$ cat config.mk
export PLATFORM = sky130hd
export DESIGN_NAME = vending_controller_flat
export DESIGN_NICKNAME = d
export VERILOG_FILES = /design/src/rtl/vending_pkg.sv /design/src/rtl/vending_controller_if.sv /design/src/rtl/hex7seg.sv /design/src/rtl/vending_controller.sv /design/src/flat_wrapper.sv
export SDC_FILE = /design/constraint.sdc
export NUM_CORES = 1
export LEC_CHECK = 0
export ABC_CLOCK_PERIOD_IN_PS = 5950
export CORE_MARGIN = 5
export CORE_UTILIZATION = 24
export DETAILED_ROUTE_END_ITERATION = 16
export DONT_BUFFER_PORTS = 1
export GPL_ROUTABILITY_DRIVEN = 0
export PLACE_DENSITY = 0.38
export SLEW_MARGIN = 10
export SYNTH_ARGS = -nofsm -noshare
export SYNTH_HDL_FRONTEND = slang
export SYNTH_SLANG_ARGS = --single-unit
$ cat constraint.sdc
create_clock -name clk -period 5.95 [get_ports clk]
set_input_delay 0.8925 -clock clk [delete_from_list [all_inputs] [get_ports clk]]
set_output_delay 0.8925 -clock clk [all_outputs]
set_load 0.02 [all_outputs]
$ cat src/rtl/vending_pkg.sv
// Shared state encoding, coin values and product prices for the Lab4 vending controller.
package vending_pkg;

  typedef enum logic [1:0] {
    ST_IDLE     = 2'd0,
    ST_CREDIT   = 2'd1,
    ST_DISPENSE = 2'd2,
    ST_CHANGE   = 2'd3
  } state_e;

  localparam int unsigned COIN100 = 32'd1;
  localparam int unsigned COIN500 = 32'd5;

  // Product prices in 100-unit steps, indexed by sel.
  localparam logic [3:0] PRICE [4] = '{4'd3, 4'd5, 4'd7, 4'd9};

  function automatic logic [3:0] price_of(input logic [1:0] sel);
    return PRICE[sel];
  endfunction

endpackage

$ cat src/rtl/vending_controller_if.sv
// Coin/button inputs and credit/dispense outputs of the vending controller.
interface vending_controller_if #(
  parameter int BITS = 4
);

  logic            moneda100;
  logic            moneda500;
  logic [1:0]      sel;
  logic            buy;
  logic            cancel;
  logic [BITS-1:0] credit;
  logic            dispense;
  logic [1:0]      prod;
  logic            change;
  logic            coin_reject;
  logic            err;
  logic            busy;
  logic [6:0]      display;

  modport master (
    output moneda100, moneda500, sel, buy, cancel,
    input  credit, dispense, prod, change, coin_reject, err, busy, display
  );

  modport slave (
    input  moneda100, moneda500, sel, buy, cancel,
    output credit, dispense, prod, change, coin_reject, err, busy, display
  );

endinterface

$ cat src/rtl/hex7seg.sv
// Combinational 4-bit to seven-segment decoder, active-low segments {g..a}.
module hex7seg (
  input  logic [3:0] hex_i,
  output logic [6:0] seg_o
);

  // Hex digit to segment pattern lookup.
  always_comb begin
    seg_o = 7'b1111111;
    case (hex_i)
      4'h0:    seg_o = 7'b1000000;
      4'h1:    seg_o = 7'b1111001;
      4'h2:    seg_o = 7'b0100100;
      4'h3:    seg_o = 7'b0110000;
      4'h4:    seg_o = 7'b0011001;
      4'h5:    seg_o = 7'b0010010;
      4'h6:    seg_o = 7'b0000010;
      4'h7:    seg_o = 7'b1111000;
      4'h8:    seg_o = 7'b0000000;
      4'h9:    seg_o = 7'b0010000;
      4'hA:    seg_o = 7'b0001000;
      4'hB:    seg_o = 7'b0000011;
      4'hC:    seg_o = 7'b1000110;
      4'hD:    seg_o = 7'b0100001;
      4'hE:    seg_o = 7'b0000110;
      4'hF:    seg_o = 7'b0001110;
      default: seg_o = 7'b1111111;
    endcase
  end

endmodule

$ cat src/rtl/vending_controller.sv
// Credit/purchase/change sequencer: edge-detects coins and buttons, keeps saturating
// credit, dispenses a product and pays back the remainder as spaced change pulses.
module vending_controller
  import vending_pkg::*;
#(
  parameter int BITS = 4
) (
  input  logic          clk,
  input  logic          rst,
  vending_controller_if.slave bus
);

  localparam logic [BITS-1:0] CREDIT_ZERO = {BITS{1'b0}};
  localparam logic [BITS-1:0] CREDIT_ONE  = {{(BITS-1){1'b0}}, 1'b1};
  localparam logic [BITS-1:0] CREDIT_MAX  = {BITS{1'b1}};
  localparam logic [BITS:0]   COIN100_W   = (BITS+1)'(COIN100);
  localparam logic [BITS:0]   COIN500_W   = (BITS+1)'(COIN500);

  state_e          state_q, state_d;
  logic [BITS-1:0] credit_q, credit_d;
  logic [1:0]      prod_q, prod_d;
  logic            dispense_q, dispense_d;
  logic            change_q, change_d;
  logic            reject_q, reject_d;
  logic            err_q, err_d;
  logic            busy_q, busy_d;
  logic            m100_prev_q, m500_prev_q, buy_prev_q, cancel_prev_q;

  logic            m100_ev_s, m500_ev_s, buy_ev_s, cancel_ev_s, coin_any_s;
  logic [BITS:0]   sum100_s, sum500_s;
  logic            fit100_s, fit500_s;
  logic [3:0]      price_s;
  logic [BITS-1:0] price_w_s;
  logic            afford_s;

  assign m100_ev_s   = bus.moneda100 & ~m100_prev_q;
  assign m500_ev_s   = bus.moneda500 & ~m500_prev_q;
  assign buy_ev_s    = bus.buy       & ~buy_prev_q;
  assign cancel_ev_s = bus.cancel    & ~cancel_prev_q;
  assign coin_any_s  = m100_ev_s | m500_ev_s;

  // One spare bit so a saturating sum cannot wrap before the compare.
  assign sum100_s  = {1'b0, credit_q} + COIN100_W;
  assign sum500_s  = {1'b0, credit_q} + COIN500_W;
  assign fit100_s  = (sum100_s <= {1'b0, CREDIT_MAX});
  assign fit500_s  = (sum500_s <= {1'b0, CREDIT_MAX});
  assign price_s   = price_of(bus.sel);
  assign price_w_s = BITS'(price_s);
  assign afford_s  = ({1'b0, credit_q} >= (BITS+1)'(price_s));

  // Next-state and next-output decision for the sale sequence.
  always_comb begin
    state_d    = state_q;
    credit_d   = credit_q;
    prod_d     = prod_q;
    dispense_d = 1'b0;
    change_d   = 1'b0;
    reject_d   = 1'b0;
    err_d      = 1'b0;
    case (state_q)
      ST_IDLE, ST_CREDIT: begin
        if ((state_q == ST_CREDIT) && cancel_ev_s) begin
          state_d  = ST_CHANGE;
          change_d = 1'b1;
          credit_d = credit_q - CREDIT_ONE;
          reject_d = coin_any_s;
        end else if ((state_q == ST_CREDIT) && buy_ev_s && afford_s) begin
          state_d    = ST_DISPENSE;
          credit_d   = credit_q - price_w_s;
          prod_d     = bus.sel;
          dispense_d = 1'b1;
          reject_d   = coin_any_s;
        end else begin
          err_d = buy_ev_s;
          // A 500 coin takes precedence; a simultaneous 100 is always refused.
          if (m500_ev_s) begin
            reject_d = m100_ev_s | ~fit500_s;
            if (fit500_s) begin
              credit_d = sum500_s[BITS-1:0];
              state_d  = ST_CREDIT;
            end else begin
              credit_d = credit_q;
            end
          end else if (m100_ev_s) begin
            reject_d = ~fit100_s;
            if (fit100_s) begin
              credit_d = sum100_s[BITS-1:0];
              state_d  = ST_CREDIT;
            end else begin
              credit_d = credit_q;
            end
          end else begin
            reject_d = 1'b0;
          end
        end
      end
      ST_DISPENSE: begin
        reject_d = coin_any_s;
        if (credit_q != CREDIT_ZERO) begin
          state_d  = ST_CHANGE;
          change_d = 1'b1;
          credit_d = credit_q - CREDIT_ONE;
        end else begin
          state_d = ST_IDLE;
        end
      end
      ST_CHANGE: begin
        reject_d = coin_any_s;
        // change_q marks the emit half of the emit/gap alternation.
        if (change_q) begin
          if (credit_q == CREDIT_ZERO) begin
            state_d = ST_IDLE;
          end else begin
            state_d = ST_CHANGE;
          end
        end else begin
          change_d = 1'b1;
          credit_d = credit_q - CREDIT_ONE;
        end
      end
      default: begin
        state_d  = ST_IDLE;
        credit_d = CREDIT_ZERO;
      end
    endcase
    busy_d = (state_d == ST_DISPENSE) || (state_d == ST_CHANGE);
  end

  // State, credit, registered outputs and input history.
  always_ff @(posedge clk or negedge rst) begin
    if (!rst) begin
      state_q       <= ST_IDLE;
      credit_q      <= CREDIT_ZERO;
      prod_q        <= 2'd0;
      dispense_q    <= 1'b0;
      change_q      <= 1'b0;
      reject_q      <= 1'b0;
      err_q         <= 1'b0;
      busy_q        <= 1'b0;
      m100_prev_q   <= 1'b0;
      m500_prev_q   <= 1'b0;
      buy_prev_q    <= 1'b0;
      cancel_prev_q <= 1'b0;
    end else begin
      state_q       <= state_d;
      credit_q      <= credit_d;
      prod_q        <= prod_d;
      dispense_q    <= dispense_d;
      change_q      <= change_d;
      reject_q      <= reject_d;
      err_q         <= err_d;
      busy_q        <= busy_d;
      m100_prev_q   <= bus.moneda100;
      m500_prev_q   <= bus.moneda500;
      buy_prev_q    <= bus.buy;
      cancel_prev_q <= bus.cancel;
    end
  end

  assign bus.credit      = credit_q;
  assign bus.prod        = prod_q;
  assign bus.dispense    = dispense_q;
  assign bus.change      = change_q;
  assign bus.coin_reject = reject_q;
  assign bus.err         = err_q;
  assign bus.busy        = busy_q;

  hex7seg u_hex7seg (
    .hex_i (4'(credit_q)),
    .seg_o (bus.display)
  );

endmodule

$ cat src/flat_wrapper.sv
// flat-port wrapper written by rule: the top's interface ports become plain ports
module vending_controller_flat import vending_pkg::*;
#(
  parameter int BITS = 4
)
  (clk, rst, bus_moneda100, bus_moneda500, bus_sel, bus_buy, bus_cancel, bus_credit, bus_dispense, bus_prod, bus_change, bus_coin_reject, bus_err, bus_busy, bus_display);
  vending_controller_if #(.BITS(BITS)) bus_i ();
  input  logic clk;
  input  logic rst;
  input wire logic [$bits(bus_i.moneda100)-1:0] bus_moneda100;
  input wire logic [$bits(bus_i.moneda500)-1:0] bus_moneda500;
  input wire logic [$bits(bus_i.sel)-1:0] bus_sel;
  input wire logic [$bits(bus_i.buy)-1:0] bus_buy;
  input wire logic [$bits(bus_i.cancel)-1:0] bus_cancel;
  output wire logic [$bits(bus_i.credit)-1:0] bus_credit;
  output wire logic [$bits(bus_i.dispense)-1:0] bus_dispense;
  output wire logic [$bits(bus_i.prod)-1:0] bus_prod;
  output wire logic [$bits(bus_i.change)-1:0] bus_change;
  output wire logic [$bits(bus_i.coin_reject)-1:0] bus_coin_reject;
  output wire logic [$bits(bus_i.err)-1:0] bus_err;
  output wire logic [$bits(bus_i.busy)-1:0] bus_busy;
  output wire logic [$bits(bus_i.display)-1:0] bus_display;
  assign bus_i.moneda100 = bus_moneda100;
  assign bus_i.moneda500 = bus_moneda500;
  assign bus_i.sel = bus_sel;
  assign bus_i.buy = bus_buy;
  assign bus_i.cancel = bus_cancel;
  assign bus_credit = bus_i.credit;
  assign bus_dispense = bus_i.dispense;
  assign bus_prod = bus_i.prod;
  assign bus_change = bus_i.change;
  assign bus_coin_reject = bus_i.coin_reject;
  assign bus_err = bus_i.err;
  assign bus_busy = bus_i.busy;
  assign bus_display = bus_i.display;
  vending_controller #(.BITS(BITS)) u_core (.clk(clk), .rst(rst), .bus(bus_i));
endmodule
==> metrics.md, run 1 <==
| Metric | Value |
|---|---|
| Max_slew headroom | 38.0% |
| TritonCTS Buffers | 3 |
| YS warnings | 0 |
| Total die area | 6780 um^2 |
| GRT Overall Usage | 9.76% |
| Post-cts sizing count | 0 |
| Vias | 980 |
| Maximum clock insertion buffer count | 2 |
| Arrival @ worst endpoint | 2.33 ns |
| Pins Over Slew Limit | 0 |
| Type of origin of the critical path | flop |
| Yosys reg bits | 16 |
| Top cells by count, synth | 22 x nand2_1, 16 x dfrtp_1, 11 x ha_1 |
| Wirelength per Cell | 14.5 um |
| Post-CTS Setup Bufs | 0 |
| Sequential fraction of the synthesis area | 31.9% |
| Yosys top cell area share | 31.9% |
| DP Area | 1320 um^2 |
| Vias/cell | 4.71 |
| Classification of the worst setup path | flop to output pin |
| Clk_lat worst skew | 0.25 ns |
| Leakage Power | 0.620 nW |
| Final core occ | 26.8% |
| Crit. End Element | output pin |
| Top-count cell post-synth | nand2_1 |
| Area Overhead vs Synth | 9.06% |
| H-tree depth | 1 |
| Antenna Nets Post-Route | 0 |
| Async SR Flop Fraction | 100% |
| Mapped cell area | 1260 um^2 |
| Mean Syn Cell Area | 9.04 um^2 |
| Core box area | 5110 um^2 |
| Sink Count | 16 |
| First-pass GRT wire length | 5.13 mm |
| Period utilisation layout | 54.1% |
| Inserted Diodes | 0 |
| Syn nets | 159 |
| Root Buffer | clkbuf_8 |
| Placed cell count | 204 |
| Final setup TNS | 0 ns |
| Layout cells sized above 1 | 9.42% |
| DRT Pass-1 Iters | 4 |
| Starting DRT DRC Count | 47 |
| Die H | 82.3 um |
| GR Overflow Total | 0 |
| Post-synth EDFFs | 0 |
| Hold buffer count at CTS | 0 |
| # nets final | 159 |
| Drt total wl | 3.02 mm |
| CTS clock-pin slew for the worst setup and hold paths | 0.06 ns |
| RSZ-0062 raised after global routing | false |
| Area leader, netlist | dfrtp_1 |
| Cells after synthesis | 139 |
| Post-route minimum period | 3.22 ns |
| Hold crit path type | input pin to asynchronous set/reset pin |
| Number of max-cap violations | 0 |
| # DRC | 0 |
| DP Wirelength | 2.34 mm |
| Initial antenna violation count | 0 |
| # IOs | 26 |
| Synth area leaders | dfrtp_1 32%, ha_1 11%, nand2_1 6.6% |
| Largest net degree at the start of global routing | 24 |
| Setup Skew | 0.000572 ns |
| Starting density of the core | 24.6% |
| Required time worst endpoint | 5.06 ns |
| CTS tree | built |
| Power per cell area | 634 nW/um^2 |
| Max Fclk | 0.311 GHz |
| Fin area | 1370 um^2 |
| Worst vdd ir | 0.173 mV |
| Crit-path max FO | 15 |
| Hold slack | 0.330 ns |
| Finished Layout Cells | 208 |
| Setup Viol. Count Final | 0 |
| Port bufs | 0 |
| Cell variety after synth | 45 |
| Worst Tran Pin Value | 0.930 ns |
| Width of the die | 82.3 um |
| Fin. Hold Viols | 0 |
| Row count | 26 |
| Ys flop type | dfrtp_1 |
| Number of global-route vias before repair | 1041 |
| Status | finished clean |
cell families (layout without fill, tap and decap cells):
group | count (synthesis) | after routing | synth area share [%]
AO/OA/AOI/OAI | 36 | 36 | 20.0
adder cells (fa/ha/maj) | 13 | 13 | 13.4
flip-flops | 16 | 16 | 31.9
multiplexers | 8 | 8 | 7.47
buffers and inverters | 14 | 13 | 4.98
XOR/XNOR | 5 | 5 | 3.49
AND/OR/NAND/NOR | 47 | 47 | 18.7
registers in the layout, summed over array words and instances, names as in the netlist:
register / cells
u_core.m500_prev_q: 1
u_core.bus.dispense: 1
u_core.buy_prev_q: 1
u_core.bus.busy: 1
u_core.bus.prod: 2
u_core.bus.err: 1
u_core.state_q: 1
u_core.bus.coin_reject: 1
u_core.m100_prev_q: 1
u_core.cancel_prev_q: 1
u_core.bus.credit: 4
u_core.bus.change: 1
where the power goes:
group | leakage (nW) | total (W) | switching (W) | internal (W)
logic | 0.401 | 0.000506 | 0.000295 | 0.000211
registers | 0.190 | 0.000266 | 0.000126 | 0.000140
clock network | 0.0288 | 0.0000968 | 0.0000381 | 0.0000587
total | 0.620 | 0.000868 | 0.000459 | 0.000409
worst paths after layout:
check                                           from                   end  slack (ns)  cells past startpoint
worst max-delay path            u_core.bus.credit[0]        bus_display[6]        2.73                      4
worst min-delay path                             rst     u_core.buy_prev_q        0.33                      0
worst max register to register  u_core.bus.credit[0]  u_core.bus.credit[2]        3.13                      8
worst min register to register     u_core.buy_prev_q        u_core.bus.err        0.42                      1
max in group asynchronous                        rst  u_core.bus.credit[0]        5.55                      0
min in group clk                   u_core.buy_prev_q        u_core.bus.err        0.42                      1
routing by layer:
metal  vias up  global-route usage, %  wire (um)
met5         -                      0          0
met4         0                   3.82         43
met3         5                   3.47        295
met2        30                   14.7       1270
met1       458                   12.6       1410
li1        487                      -          -
metrics by stage:
| stage | power [W] | setup slack, ns |
|---|---|---|
| 6_report | 0.000868 | 2.73 |
| 5_1_grt | 0.000958 | 2.50 |
| 3_5_place_dp | 0.000777 | 2.96 |
| 4_1_cts | 0.000879 | 2.69 |
| 3_3_place_gp | 0.000777 | 3.03 |
| 2_1_floorplan | 0.000671 | 3.35 |
final cells by class:
| cell class | count | area [um^2] |
|---|---|---|
| fillers | 559 | 3740 |
| flip-flops and latches | 16 | 400 |
| inverters | 9 | 33.8 |
| clock buffers | 4 | 55.1 |
| multi-input cells | 109 | 793 |
| well taps | 70 | 87.6 |
critical path, cell delays in order, from the launching register on:
cell and delay [ns]:
dfrtp_1 0.80, ha_1 0.41, nand2b_1 0.18, o21ai_0 0.10, o21ai_0 0.58
cells in the final DEF, fill, tap and decap left out, types with 2 or more instances in the layout:
| cell | instances |
|---|---|
| o211ai_1 | 2 |
| a21o_1 | 2 |
| nand2_1 | 22 |
| dfrtp_1 | 16 |
| mux2i_1 | 6 |
| a21oi_1 | 6 |
| clkbuf_8 | 4 |
| nand2b_1 | 6 |
| nand3b_1 | 2 |
| or3_1 | 2 |
| nor2_1 | 4 |
| ha_1 | 11 |
| nand3_1 | 2 |
| xnor2_1 | 4 |
| o21ai_1 | 2 |
| nor3b_1 | 2 |
| inv_1 | 8 |
| o21ai_0 | 10 |
| nor2b_1 | 3 |
Note: power is estimated with default switching activity, not from simulation.
==> run 2: changes to the inputs <==
- ABC_CLOCK_PERIOD_IN_PS: 5950 -> 3300
- clock period: 5.95 -> 3.3 ns (I/O delays scaled with it)
==> run 2 against run 1 <==
Hold slack got worse by 0.061 ns. Setup slack got worse by 2.1 ns. Non-clock buffer count rose by 5. Final cell count rose by 2.4%. Total power rose by 84%. Via count rose by 6.6%. Utilization rose by 0.78 points. Final area rose by 2.9%. Die area did not move. Register-to-register slack got worse by 2.5 ns. Clock power rose by 78%. Flip-flop and latch count did not move. Largest cell class unchanged. Largest power group unchanged.
==> metrics.md, run 2 (synthesized netlist as in run 1, its figures left out) <==
| Metric | Value |
|---|---|
| Status | finished clean |
| Drt total wl | 3.03 mm (+0.17%) |
| Crit. End Element | flop |
| TritonCTS Buffers | 3 (unchanged) |
| Fin area | 1410 um^2 (+2.9%) |
| CTS clock-pin slew for the worst setup and hold paths | 0.06 ns (about the same) |
| Hold slack | 0.269 ns (-0.0609 ns) |
| Most common cell after layout, fill and taps aside | nand2_1 |
| Core box area | 5110 um^2 (unchanged) |
| Crit-path max FO | 10 (-5) |
| Largest net degree at the start of global routing | 23 (-4.2%) |
| Maximum clock insertion buffer count | 2 (unchanged) |
| WL met3 | 268 um (-9.2%) |
| CP max stage cell | dfrtp_1 |
| CTS tree | built |
| Comb power frac | 66.6% (+8.4 points) |
| Multi-input gate area | 793 um^2 (unchanged) |
| Vias/cell | 4.91 (+4.1%) |
| Flop pwr share | 22.6% (-8.0 points) |
| Root Buffer | clkbuf_8 |
| Hold path start | bus_buy |
| GRT Overall Usage | 9.77% (+0.016 points) |
| Worst vdd ir | 0.317 mV (+83%) |
| Vias | 1045 (+6.6%) |
| Width of the die | 82.3 um (unchanged) |
| Type of origin of the critical path | flop |
| Total area of sequential cells | 400 um^2 (unchanged) |
| GR Overflow Total | 0 (unchanged) |
| # nets final | 164 (+3.1%) |
| Max_slew headroom | 51.1% (+13 points) |
| Sink Count | 16 (unchanged) |
| Arrival @ worst endpoint | 2.79 ns (+0.46 ns) |
| Die H | 82.3 um (unchanged) |
| RSZ-0062 raised after global routing | false |
| DP Area | 1350 um^2 (+2.3%) |
| CP Cell Sequence | inv_1 -> ha_1 -> nor2b_1 -> a21oi_1 -> a211oi_2 -> o22ai_2 -> o22ai_1 -> mux2_1 |
| Pins Over Slew Limit | 0 (unchanged) |
| Crit. Startpoint | u_core.bus.credit[1] |
| Period utilisation layout | 80.8% |
| Switching share of total power | 51.9% (-0.99 points) |
| Fillers | 571 (+2.1%) |
| Max layer used | met4 |
| Classification of the worst setup path | flop to flop |
| Power per cell area | 1130 nW/um^2 (+79%) |
| Setup Skew | 0.00443 ns (+0.00386 ns) |
| Inserted Diodes | 0 (unchanged) |
| Number of global-route vias before repair | 1055 (+1.3%) |
| # IOs | 26 (unchanged) |
| Post-cts sizing count | 0 (unchanged) |
| Routed met1 length | 1.37 mm (-3.0%) |
| # DRC | 0 (unchanged) |
| Post-CTS Setup Bufs | 0 (unchanged) |
| Clk_lat worst skew | 0.25 ns (about the same) |
| Reg-to-reg startpoint | u_core.bus.credit[1] |
| Max reg flops | 4 (unchanged) |
| Worst slack at placement | 0.621 ns (-2.34 ns) |
| Leakage Power | 0.645 nW (+4.0%) |
| H-tree depth | 1 (unchanged) |
| DP Wirelength | 2.42 mm (+3.5%) |
| Most frequent cells in the layout | 22 x nand2_1, 16 x dfrtp_1, 11 x ha_1 |
| Port bufs | 0 (unchanged) |
| Setup Viol. Count Final | 0 (unchanged) |
| Row count | 26 (unchanged) |
| Sw power | 0.000829 W (+81%) |
| First-pass GRT wire length | 5.08 mm (-1.1%) |
| Met2 wire length | 1.31 mm (+3.2%) |
| Starting DRT DRC Count | 42 (-11%) |
| Required time worst endpoint | 3.43 ns (-1.63 ns) |
| Internal power | 0.000769 W (+88%) |
| Setup slack after layout | 0.635 ns (-2.10 ns) |
| Hold buffer count at CTS | 1 (+1) |
| Total die area | 6780 um^2 (unchanged) |
| Final core occ | 27.6% (+0.78 points) |
| Worst Tran Pin Value | 0.731 ns (-0.199 ns) |
| Starting density of the core | 24.6% (unchanged) |
| DRT Pass-1 Iters | 5 (+1) |
| Layout cells sized above 1 | 11.9% (+2.5 points) |
| Max stage delay on crit path | 0.66 ns (-0.14 ns) |
| Final setup TNS | 0 ns (unchanged) |
| Hold crit path type | input pin to flop |
| Share of power burned in the clock network | 10.8% (-0.3 points) |
| Fin. Hold Viols | 0 (unchanged) |
| Initial antenna violation count | 0 (unchanged) |
| Wirelength per Cell | 14.2 um (-2.2%) |
| Post-route minimum period | 2.67 ns |
| Area Overhead vs Synth | 12.3% |
| Antenna Nets Post-Route | 0 (unchanged) |
| Max Fclk | 0.375 GHz |
| Number of max-cap violations | 0 (unchanged) |
run 2: changes by cell type in the layout (fill, tap and decap cells not counted), sizes merged:
cell	delta
buf	+4
dlygate4sd3	+1
run 2: layer usage:
layer / track usage (%) / up-vias
met5: 0 / -
met4: 4.82 / 0
met3: 2.71 / 13
met2: 15.3 / 37
met1: 12.3 / 496
li1: - / 499
run 2: critical path: cells and delay by family, from the launching register on:
kind,cells,cell delay [ns]
compound gates,4,0.75
flops,1,0.66
fa+ha+maj,1,0.42
mux,1,0.34
buf+inv,1,0.19
simple gates,1,0.19
run 2: layout make-up:
class | count | area share [%]
flip-flops and latches | 16 | 28.4
inverters | 9 | 2.40
well taps | 70 | 6.21
repair buffers | 5 | 2.84
multi-input cells | 109 | 56.3
clock buffers | 4 | 3.90
run 2: through the flow:
stage	power, W	instances
floorplan	0.00121	139
global placement	0.00144	208
detailed placement	0.00143	208
CTS	0.00162	213
global route	0.00176	213
finish	0.00160	213
run 2: path summary, 6_finish.rpt:
check	to	slack (ns)	cells after the start
min in group asynchronous	u_core.buy_prev_q	0.75	1
worst min-delay path	u_core.buy_prev_q	0.27	0
max in group asynchronous	u_core.bus.err	2.09	1
worst max register to register	u_core.bus.credit[2]	0.63	8
worst max-delay path	u_core.bus.credit[2]	0.63	8
worst min register to register	u_core.bus.err	0.43	1
run 2: power groups by stage:
stage | registers, W | clock network (W) | logic [W]
finish | 0.000362 | 0.000172 | 0.00106
global route | 0.000375 | 0.000190 | 0.00120
CTS | 0.000364 | 0.000180 | 0.00107
detailed placement | 0.000368 | 0 | 0.00106
global placement | 0.000371 | 0 | 0.00107
floorplan | 0.000375 | 0 | 0.000835
==> run 3: changes to the inputs <==
- ABC_CLOCK_PERIOD_IN_PS: 3300 -> 2200
- PLACE_DENSITY: 0.38 -> 0.39
- clock period: 3.3 -> 2.2 ns (I/O delays scaled with it)
==> run 3 against run 2 <==
Via count is 6.1% higher. Die area did not move. Flip-flop and latch count unchanged. Final cell count rose by 9.4%. Final area increased by 17%. Hold slack got worse by 0.17 ns. Register-to-register slack got worse by 0.61 ns. Utilization rose by 4.8 points. First-iteration DRC count decreased by 12%. Critical path depth fell by 3. Critical path type is now flop to output pin. Global-route usage is 0.28 points higher.
==> metrics.md, run 3 (synthesized netlist as in run 1, its figures left out) <==
| Metric | Value |
|---|---|
| Status | finished clean |
| # DRC | 0 (unchanged) |
| GRT Overall Usage | 10.1% (+0.28 points) |
| Hold crit path type | input pin to flop |
| First-pass GRT wire length | 5.17 mm (+1.8%) |
| Root Buffer | clkbuf_8 |
| Layout cells sized above 1 | 32.5% (+21 points) |
| Most common cell after layout, fill and taps aside | buf_4 |
| Most frequent cells in the layout | 22 x buf_4, 21 x nand2_1, 14 x dfrtp_1 |
| Crit-path max FO | 7 (-3) |
| Starting DRT DRC Count | 37 (-12%) |
| Required time worst endpoint | 1.87 ns (-1.56 ns) |
| Leakage Power | 0.750 nW (+16%) |
| Met1 GRT Util | 12.0% (-0.31 points) |
| Core box area | 5110 um^2 (unchanged) |
| Met2 Resource Use GR | 17.4% (+2.1 points) |
| Row count | 26 (unchanged) |
| CTS tree | built |
| Fin area | 1650 um^2 (+17%) |
| Wirelength per Cell | 14.8 um (+4.1%) |
| Crit. End Element | output pin |
| Number of global-route vias before repair | 1058 (+0.28%) |
| Hold slack | 0.101 ns (-0.168 ns) |
| Pins Over Slew Limit | 0 (unchanged) |
| Port bufs | 0 (unchanged) |
| Maximum clock insertion buffer count | 2 (unchanged) |
| Setup Skew | 0.00486 ns (+0.000430 ns) |
| Post-route minimum period | 2.17 ns |
| Sink Count | 16 (unchanged) |
| GR Overflow Total | 0 (unchanged) |
| Vias | 1109 (+6.1%) |
| Die H | 82.3 um (unchanged) |
| Period utilisation layout | 98.7% |
| Total die area | 6780 um^2 (unchanged) |
| CTS clock-pin slew for the worst setup and hold paths | 0.07 ns (about the same) |
| Max Fclk | 0.460 GHz |
| Clk_lat worst skew | 0.25 ns (about the same) |
| Inserted Diodes | 0 (unchanged) |
| # nets final | 184 (+12%) |
| Largest net degree at the start of global routing | 23 (unchanged) |
| Vias/cell | 4.76 (-3.0%) |
| Post-layout power | 0.00288 W (+80%) |
| Type of origin of the critical path | flop |
| Final setup TNS | 0 ns (unchanged) |
| Antenna Nets Post-Route | 0 (unchanged) |
| DP Area | 1490 um^2 (+11%) |
| DP Wirelength | 2.63 mm (+8.6%) |
| Global Route met3 Usage | 1.95% (-0.76 points) |
| # IOs | 26 (unchanged) |
| Number of max-cap violations | 0 (unchanged) |
| Finished Layout Cells | 233 (+9.4%) |
| Fin. Hold Viols | 0 (unchanged) |
| Area Overhead vs Synth | 31.7% |
| Max reg flops | 4 (unchanged) |
| Placed cell count | 225 (+8.2%) |
| RSZ-0062 raised after global routing | true |
| Worst vdd ir | 0.567 mV (+79%) |
| Initial antenna violation count | 0 (unchanged) |
| DRT Pass-1 Iters | 4 (-1) |
| Drt total wl | 3.45 mm (+14%) |
| Max_slew headroom | 49.1% (-2.0 points) |
| Width of the die | 82.3 um (unchanged) |
| Classification of the worst setup path | flop to output pin |
| GR peak layer | met2 |
| TritonCTS Buffers | 3 (unchanged) |
| H-tree depth | 1 (unchanged) |
| Power per cell area | 1740 nW/um^2 (+53%) |
| Starting density of the core | 24.6% (unchanged) |
| Setup Viol. Count Final | 0 (unchanged) |
| Arrival @ worst endpoint | 1.84 ns (-0.95 ns) |
| Worst Tran Pin Value | 0.761 ns (+0.0296 ns) |
[run 3: through the flow]
step | setup slack (ns) | utilization, %
after floorplan | 0.00112 | -
after global placement | -0.0244 | 29.1
after detailed placement | 0.0206 | 29.1
after CTS | 0.0129 | 30.4
after global routing | -0.108 | 32.4
final | 0.0278 | 32.4
[run 3: area by class of cell]
class                      count  area [um^2]
timing repair buffer          25          198
clock buffer                   4         45.0
sequential                    16          403
tap                           70         87.6
multi-input combinational    109          887
fill                         552         3450
inverter                       9         33.8
[run 3: critical path, stage by stage, from the launching register on]
cell and delay, ns:
dfrtp_2 0.49, buf_6 0.14, buf_4 0.14, ha_4 0.16, buf_6 0.12, mux4_2 0.54
[run 3: per-layer routing]
metal,share of wire (%),vias to the layer above
li1,-,537
met1,44,540
met2,50,28
met3,4.7,4
met4,1.2,0
met5,0,-
[run 3: path summary, 6_finish.rpt]
kind                                            from              endpoint  slack [ns]  depth (start not counted)
worst min-delay path                         bus_buy     u_core.buy_prev_q        0.10                          0
worst max-delay path            u_core.bus.credit[1]        bus_display[3]        0.03                          5
min in group asynchronous                        rst    u_core.bus.prod[1]        0.59                          1
worst min register to register     u_core.buy_prev_q        u_core.bus.err        0.42                          1
max in group asynchronous                        rst  u_core.bus.credit[0]        1.09                          1
worst max register to register  u_core.bus.credit[1]  u_core.bus.credit[2]        0.03                          9
[run 3: where the power goes]
group          internal, W  switching [W]  total [W]
clock network     0.000128       0.000106   0.000235
logic             0.000969        0.00113    0.00210
registers         0.000384       0.000164   0.000548
total              0.00148        0.00140    0.00288
[run 3: what timing repair did]
item	4_1_cts	5_1_grt
endpoints found under the setup margin	1	4
resized for setup	2	18
hold endpoints to repair	16	0
cloned	0	0
pin swaps	0	11
hold buffers	1	0
buffers inserted	0	3
